[src/rtl/window_send_engine.sv]
`default_nettype none
// ============================================================================
// Module      : window_send_engine
// Description : Streams a captured window of N_WORDS pixel words out over a
//               valid/ready interface. On a send request the whole window is
//               snapshotted into a shadow register. Words are then presented
//               one beat at a time, with out_last on the final word. A
//               one-cycle send_done pulse follows the last handshake.
// Revision    : 1.0 - initial release
// ----------------------------------------------------------------------------
// Parameters
//   DATA_W     pixel word width in bits
//   N_WORDS    words per window transfer (1..255)
// Ports
//   clk        clock, rising edge
//   rst_n      asynchronous active-low reset
//   send_req   level request, held until send_done is seen
//   win_data   window to send; word k at [k*DATA_W +: DATA_W]
//   out_ready  downstream ready
//   out_data   current output word
//   out_valid  out_data valid
//   out_last   final word of the transfer (qualified by out_valid)
//   send_done  one-cycle completion pulse
//   busy       high in STREAM or DONE
//   stall_cnt  (only with WINDOW_SEND_STALL_CNT_EN) saturating count of
//              cycles with out_valid=1 and out_ready=0
// Build option
//   `define WINDOW_SEND_STALL_CNT_EN adds the stall_cnt port and its counter
// ============================================================================
module window_send_engine #(
   parameter int DATA_W  = 8,
   parameter int N_WORDS = 9
) (
   input  logic                      clk,
   input  logic                      rst_n,
   input  logic                      send_req,
   input  logic [N_WORDS*DATA_W-1:0] win_data,
   input  logic                      out_ready,
   output logic [DATA_W-1:0]         out_data,
   output logic                      out_valid,
   output logic                      out_last,
   output logic                      send_done,
   output logic                      busy
`ifdef WINDOW_SEND_STALL_CNT_EN
   ,
   output logic [15:0]               stall_cnt
`endif
);

   localparam int               CNT_W    = (N_WORDS > 1) ? $clog2(N_WORDS) : 1;
   localparam logic [CNT_W-1:0] LAST_IDX = CNT_W'(N_WORDS - 1);

   typedef enum logic [1:0] {
      S_IDLE   = 2'd0,
      S_STREAM = 2'd1,
      S_DONE   = 2'd2
   } state_t;

   state_t                    state_q;
   logic [N_WORDS*DATA_W-1:0] shadow_q;
   logic [CNT_W-1:0]          cnt_q;
   logic [CNT_W-1:0]          cnt_d;
   logic [DATA_W-1:0]         next_word_d;
   logic [DATA_W-1:0]         out_data_q;
   logic                      out_valid_q;
   logic                      out_last_q;
   logic                      send_done_q;
   logic                      busy_q;

   // Index and word of the beat that follows the current one. These are
   // only consumed on a non-last handshake, so cnt_d never exceeds LAST_IDX
   // where it matters.
   always_comb begin
      cnt_d       = cnt_q + 1'b1;
      next_word_d = shadow_q[cnt_d*DATA_W +: DATA_W];
   end

   // All outputs are registered. The next word is loaded into out_data_q at
   // the handshake edge, so out_data always equals shadow word[cnt_q] while
   // streaming.
   always_ff @(posedge clk or negedge rst_n) begin
      if (!rst_n) begin
         state_q     <= S_IDLE;
         shadow_q    <= '0;
         cnt_q       <= '0;
         out_data_q  <= '0;
         out_valid_q <= 1'b0;
         out_last_q  <= 1'b0;
         send_done_q <= 1'b0;
         busy_q      <= 1'b0;
      end else begin
         case (state_q)
            S_IDLE: begin
               send_done_q <= 1'b0;
               if (send_req) begin
                  // The first word comes straight from win_data, which
                  // gives a one-cycle request-to-valid latency.
                  shadow_q    <= win_data;
                  cnt_q       <= '0;
                  out_data_q  <= win_data[DATA_W-1:0];
                  out_valid_q <= 1'b1;
                  out_last_q  <= (LAST_IDX == '0);
                  busy_q      <= 1'b1;
                  state_q     <= S_STREAM;
               end
            end
            S_STREAM: begin
               if (out_ready) begin
                  if (cnt_q == LAST_IDX) begin
                     out_valid_q <= 1'b0;
                     out_last_q  <= 1'b0;
                     send_done_q <= 1'b1;
                     state_q     <= S_DONE;
                  end else begin
                     cnt_q      <= cnt_d;
                     out_data_q <= next_word_d;
                     out_last_q <= (cnt_d == LAST_IDX);
                  end
               end
            end
            S_DONE: begin
               // One-cycle completion; send_req is deliberately ignored here
               // so a still-high request cannot retrigger a capture.
               send_done_q <= 1'b0;
               busy_q      <= 1'b0;
               state_q     <= S_IDLE;
            end
            default: begin
               out_valid_q <= 1'b0;
               out_last_q  <= 1'b0;
               send_done_q <= 1'b0;
               busy_q      <= 1'b0;
               state_q     <= S_IDLE;
            end
         endcase
      end
   end

   assign out_data  = out_data_q;
   assign out_valid = out_valid_q;
   assign out_last  = out_last_q;
   assign send_done = send_done_q;
   assign busy      = busy_q;

`ifdef WINDOW_SEND_STALL_CNT_EN
   logic [15:0] stall_cnt_q;

   always_ff @(posedge clk or negedge rst_n) begin
      if (!rst_n) begin
         stall_cnt_q <= '0;
      end else if (out_valid_q && !out_ready && (stall_cnt_q != 16'hFFFF)) begin
         stall_cnt_q <= stall_cnt_q + 16'd1;
      end
   end

   assign stall_cnt = stall_cnt_q;
`endif

endmodule
`default_nettype wire

[config.mk]
export PLATFORM = sky130hd
export DESIGN_NAME = window_send_engine
export DESIGN_NICKNAME = d
export VERILOG_FILES = /design/src/rtl/window_send_engine.sv
export SDC_FILE = /design/constraint.sdc
export NUM_CORES = 1
export LEC_CHECK = 0
export CORE_UTILIZATION = 46
export DETAILED_ROUTE_END_ITERATION = 10
export PLACE_DENSITY_LB_ADDON = 0.3
export SYNTH_ARGS = -nofsm -noshare
export SYNTH_HDL_FRONTEND = slang
export SYNTH_SLANG_ARGS = --single-unit
[constraint.sdc]
create_clock -name clk -period 2.15 [get_ports clk]
set_input_delay 0.3225 -clock clk [delete_from_list [all_inputs] [get_ports clk]]
set_output_delay 0.3225 -clock clk [all_outputs]
set_load 0.005 [all_outputs]
-- Word level (Yosys, flattened, before mapping)
Cells that the tools add are included.
- flip-flop bits (word level): 90
- bits in latches: 0
- RAM bits: 0
- bits in read-only memories: 0
- bits of input ports: 76
- output and inout bits: 12
- memories: 0
- add/sub/neg operators: 1
- multipliers: 0
- div/mod/pow operators: 0
- magnitude comparators: 0
- equal/unequal tests: 8
- shift operators: 1
- multiplexer cells: 24
- bitwise logic cells: 2
- reduce and logical (&&, ||, !) cells: 9
- operator list (operator ; number):
    72-bit by 8-bit indexed part select with 8-bit output ; 1
    8-bit 2-to-1 mux ; 3
    8-bit case mux with 2 select lines ; 1
    4-bit 2-to-1 mux ; 3
    1-bit 2-to-1 mux ; 9
    4-bit == test, second input constant ; 2
    2-bit != test, second input constant ; 4
    4-bit case mux with 2 select lines ; 1
    4-bit AND reduction ; 2
    2-bit 2-to-1 mux ; 3
    1-bit case mux with 3 select lines ; 2
    2-bit AND reduction ; 3
    3-bit AND reduction ; 2
    4-bit by 1-bit adder with 4-bit output, second input constant ; 1
    2-bit case mux with 2 select lines ; 1
    2-bit by 1-bit == test with 1-bit output, second input constant ; 1
    2-bit == test, second input constant ; 1
    2-bit zero test ; 1
    1-bit inverter ; 2
    1-bit case mux with 2 select lines ; 1
    2-bit nonzero test ; 1

-- Longest topological paths before layout
- word-level depth: 5
- gate-level depth with buffers: 8
- depth with buffers taken out: 6

-- Worst setup path before layout
No wires, ideal clock.
- path kind: register to register
- start point: reg cnt_q[0]
- end point: reg out_data_q[0], in the netlist out_data[0]
- library setup time: 0.126 ns
- arrival time: 2.076 ns
- data required time: 2.024 ns
- setup slack: -0.052 ns
- stages on the path, launching flop included: 9
- buffers on the path: 2
- clock period less this slack: 2.202 ns
- path through: dfrtp_1 > buf_4 > inv_1 > ha_1 > clkbuf_1 > mux4_2 > mux2i_1 > nor2_1 > a221o_1
- word-level cells in the longest chain between the ends: 5
- elaborated cells on any way between the ends: 8
- RTL lines (element ; RTL line ; RTL):
    start: declaration ; 61 ; logic [CNT_W-1:0] cnt_q;
    start signal: assignment ; 115 ; cnt_q <= cnt_d;
    4-bit by 1-bit adder with 4-bit output ; 74 ; cnt_d = cnt_q + 1'b1;
    72-bit by 8-bit indexed part select with 8-bit output ; 75 ; next_word_d = shadow_q[cnt_d*DATA_W +: DATA_W];
    8-bit 2-to-1 mux ; 109 ; if (cnt_q == LAST_IDX) begin
    8-bit 2-to-1 mux ; 108 ; if (out_ready) begin
    8-bit case mux with 2 select lines ; 92 ; case (state_q)
    end signal: assignment ; 100 ; out_data_q <= win_data[DATA_W-1:0];
    end signal: assignment ; 116 ; out_data_q <= next_word_d;
    end: declaration ; 64 ; logic [DATA_W-1:0] out_data_q;
Parallel ways exist; a longest one is shown, timed or not. The select of a mux whose other input is x is not followed.
A chain may end at the register's enable or synchronous reset.

-- Worst setup path in the final report
- start point: reg cnt_q[0]
- end point: reg out_data_q[2], in the netlist out_data[2]
Same word-level chain as after synthesis.

==> implementation parameters <==
Parameter                              Value

Logic synthesis
  Cell with the most instances after synthesis ... sky130_fd_sc_hd__nand2_1
  Share of synthesized flip-flops with an asynchronous set or reset ... 100.0%
  Synthesized cell area ... 0.004267 sq mm
  Commonest register cell after synthesis ... sky130_fd_sc_hd__dfrtp_1
  Number of flops mapped to enable cells by yosys ... 0
  Count of warnings emitted by yosys ... 0
  Synth cell types ... 39
  Synth top cells by count ... sky130_fd_sc_hd__nand2_1 (221), sky130_fd_sc_hd__dfrtp_1 (90), sky130_fd_sc_hd__nor2_1 (16), sky130_fd_sc_hd__mux4_2 (13), sky130_fd_sc_hd__buf_4 (11)
  Post-synthesis register bit count ... 90
  Area fraction of the dominant cell type after synthesis ... a little over half
  Dominant cell type by area after synthesis ... sky130_fd_sc_hd__dfrtp_1
  Cells after Synth ... 450
  Mean instance size in the synthesized netlist ... 9.481 sq um
  Synthesized Nets ... 529
  Ranking of synthesized cells by area ... sky130_fd_sc_hd__dfrtp_1 (53%), sky130_fd_sc_hd__nand2_1 (19%), sky130_fd_sc_hd__mux4_2 (6.9%), sky130_fd_sc_hd__mux2i_1 (2.1%), sky130_fd_sc_hd__buf_4 (1.9%)
  Sequential area share after synthesis ... 52.79%

Run
  Reported max-cap violation count ... 0

GRT
  Vias in the first global route ... 3453
  Pin count of the biggest net entering global routing ... 83
  First-pass GRT wire length ... 17180 microns
  Gr ovfl total ... 0
  Combined global-route utilization of all metal layers ... 23.15%
  Antenna violations before repair ... 0

Power
  Sum of internal, switching and leakage power ... 0.007224 W
  Power per standard cell area ... 1308 mW/mm^2
  Leakage component of the power ... approximately 2.7 nW
  Worst vdd rail ir drop ... about 0.48 mV

Clock network
  Root Buffer Master ... sky130_fd_sc_hd__clkbuf_8
  Worst-skew pair later-pin latency ... 0.36 ns
  CTS tree ... done
  Clock sink total ... 90
  Count of buffers added by post-CTS timing repair for setup ... 0
  Inserted Clock Buffers ... 9
  H-tree lvl count ... 3
  Number of buffers between clock root and the deepest sink ... 2
  Clock-pin slew of the registers on the worst-case setup and hold paths ... ~0.1 ns

Layout
  Area of all placed cells without fillers ... between 0.005 and 0.006 sq mm
  Final net count ... 616
  Total area of multi-input combinational cells ... 0.001833 sq mm
  Diode count ... 0
  Share of the core filled with cells ... roughly 62%
  Final Instance Count excl. Fillers ... 650
  Post-synthesis to final-layout area growth ... 29.41%
  Fraction of final layout cells with drive strength greater than 1 ... 9.410%
  Fill cell total of the finished layout ... just under 800
  Reg area ... 0.002252 sq mm

Status
  Result of the run ... finished, violations left
  Failing checks ... design-rule violations

STA
  Final-report hold violation count ... 0
  Fin crit share ... 92.89%
  Post-layout min period ... around 2 ns
  Total of endpoints with negative setup slack in the final report ... 0
  Max-Slew Margin vs Limit ... 61.58%
  Upper clock frequency limit ... 500.7 MHz
  Final-report max-slew violation count ... 0
  Worst slew pin tran ... 0.5763 ns
  Final setup skew ... approximately 0.011 ns
  Final total negative setup slack ... 0 ns
  Setup repair after global routing missed its margin ... false

Floorplan
  Y dimension of the die ... 98.31 microns
  Horizontal extent of the die ... 98.31 microns
  Number of I/O pins ... 88
  # rows ... 34
  Initial Utilization ... 48.22%
  Std-Cell Core Area ... 0.008848 sq mm
  Die area ... about 0.0097 sq mm

Detailed routing
  Detail Route Antenna Nets ... 0
  Router iterations before antenna repair ... 9
  Routed via count ... 3382
  Residual DRC ... 2
  Detailed Route Iter0 Violations ... 185
  Average wire per standard cell ... 15.73 microns
  Post-detailed-routing wire length ... approximately 10000 microns
  Vias per inst ... 5.203

Worst setup path
  Setup crit start ... cnt_q[0]
  Largest fanout on the critical path ... 17
  Worst setup path class ... reg -> reg
  Beginning of the worst register-to-register path ... cnt_q[0]
  Path depth of the worst reg2reg path ... 5
  Critical Path Start Type ... flip-flop
  Required time reported for the critical path endpoint ... 2.45 ns
  Critical path endpoint category ... flip-flop
  WP data arrival ... between 2 and 2.5 ns

Placement
  Weighted congestion at the end of routability-driven global placement ... 0.8391
  Number of buffer cells added on primary ports ... 87
  Instance area after placement ... roughly 0.0053 sq mm
  DPL Wire Length ... 7312 microns
  Cells after DPL ... 633

Worst hold path
  Worst hold start ... win_data[44]
  Class of the most critical hold timing path ... in -> reg
  Worst hold path depth ... 3
[placed cells by master, fill, tap and decap left out, drive strengths merged, types with 2 or more instances in the layout]
cell type,instances
mux2i,9
clkdlybuf4s50,86
dfrtp,90
nand3,8
nand4,2
nor2,16
clkbuf,9
a21o,2
a21oi,2
bufinv,2
clkinv,2
a22o,7
o21ai,9
xor2,3
nor3b,2
nor4,2
mux2,3
nand3b,2
mux4,14
nand2,221
buf,16
nand4b,2
ha,3
a221o,6
inv,7
clkinvlp,2
[registers in the layout, summed over array words and instances, names as in the netlist]
name / flops
out_valid: 1
cnt_q: 4
busy: 1
shadow_q: 72
out_data: 8
send_done: 1
state_q: 2
out_last: 1
[kinds of logic (layout without fill, tap and decap cells)]
logic type / Yosys count / after routing / synth area share (%)
AO/OA/AOI/OAI: 34 / 34 / 6.393
multiplexers: 26 / 26 / 10.38
flip-flops: 90 / 90 / 52.79
adder cells (fa/ha/maj): 3 / 3 / 0.8799
AND/OR/NAND/NOR: 260 / 260 / 24.37
buffers and inverters: 33 / 125 / 4.369
XOR/XNOR: 4 / 4 / 0.8213
[cell type report]
cell class	count	area share, %
Sequential cell	90	40.79
Timing Repair Buffer	103	19.08
Multi-Input combinational cell	327	33.20
Clock inverter	7	1.835
Clock buffer	9	2.243
Inverter	6	0.4079
Tap cell	108	2.447
[worst max-delay path, stage by stage (launching register included)]
cell                       delay [ns]
sky130_fd_sc_hd__dfrtp_1         0.42
sky130_fd_sc_hd__buf_12          0.17
sky130_fd_sc_hd__ha_1            0.28
sky130_fd_sc_hd__or3b_1          0.46
sky130_fd_sc_hd__a211oi_4        0.39
sky130_fd_sc_hd__a221o_1         0.21
[metal layers]
metal / global-route usage, % / vias to the layer above / share of wire [%]
met1: 31.00 / 1607 / 44
met2: 37.27 / 101 / 49
met5: 0 / - / 0
li1: - / 1656 / -
met4: 8.726 / 0 / 2.0
met3: 4.939 / 18 / 4.9
[stage by stage]
stage / setup slack, ns / hold WS [ns]
detailed placement: 0.1576 / 0.3598
floorplan: 0.1099 / 0.02691
CTS: 0.1498 / 0.4596
global route: 0.05442 / 0.4647
finish: 0.1529 / 0.4712
global placement: 0.1729 / 0.3489
[where the power goes]
group          internal (W)  leakage [nW]  switching (W)  total [W]
sequential          0.00244          1.11       0.000540    0.00298
combinational       0.00156          1.44        0.00140    0.00295
clock              0.000662         0.106       0.000627    0.00129
total               0.00466          2.66        0.00256    0.00722
[final timing paths]
path | end | slack, ns
worst max-delay path | out_data[2] | 0.15
worst min-delay path | shadow_q[44] | 0.47
worst max register to register | out_data[2] | 0.15
worst min register to register | shadow_q[13] | 0.48
max in group asynchronous | shadow_q[53] | 1.01
min in group asynchronous | shadow_q[70] | 0.49
[timing repair]
| action | CTS | global route |
|---|---|---|
| setup endpoints to repair | 0 | 1 |
| hold buffers | 1 | 0 |
| resized for setup | 0 | 1 |
| endpoints found under the hold margin | 41 | 0 |
(Power assumes the default switching activity.)
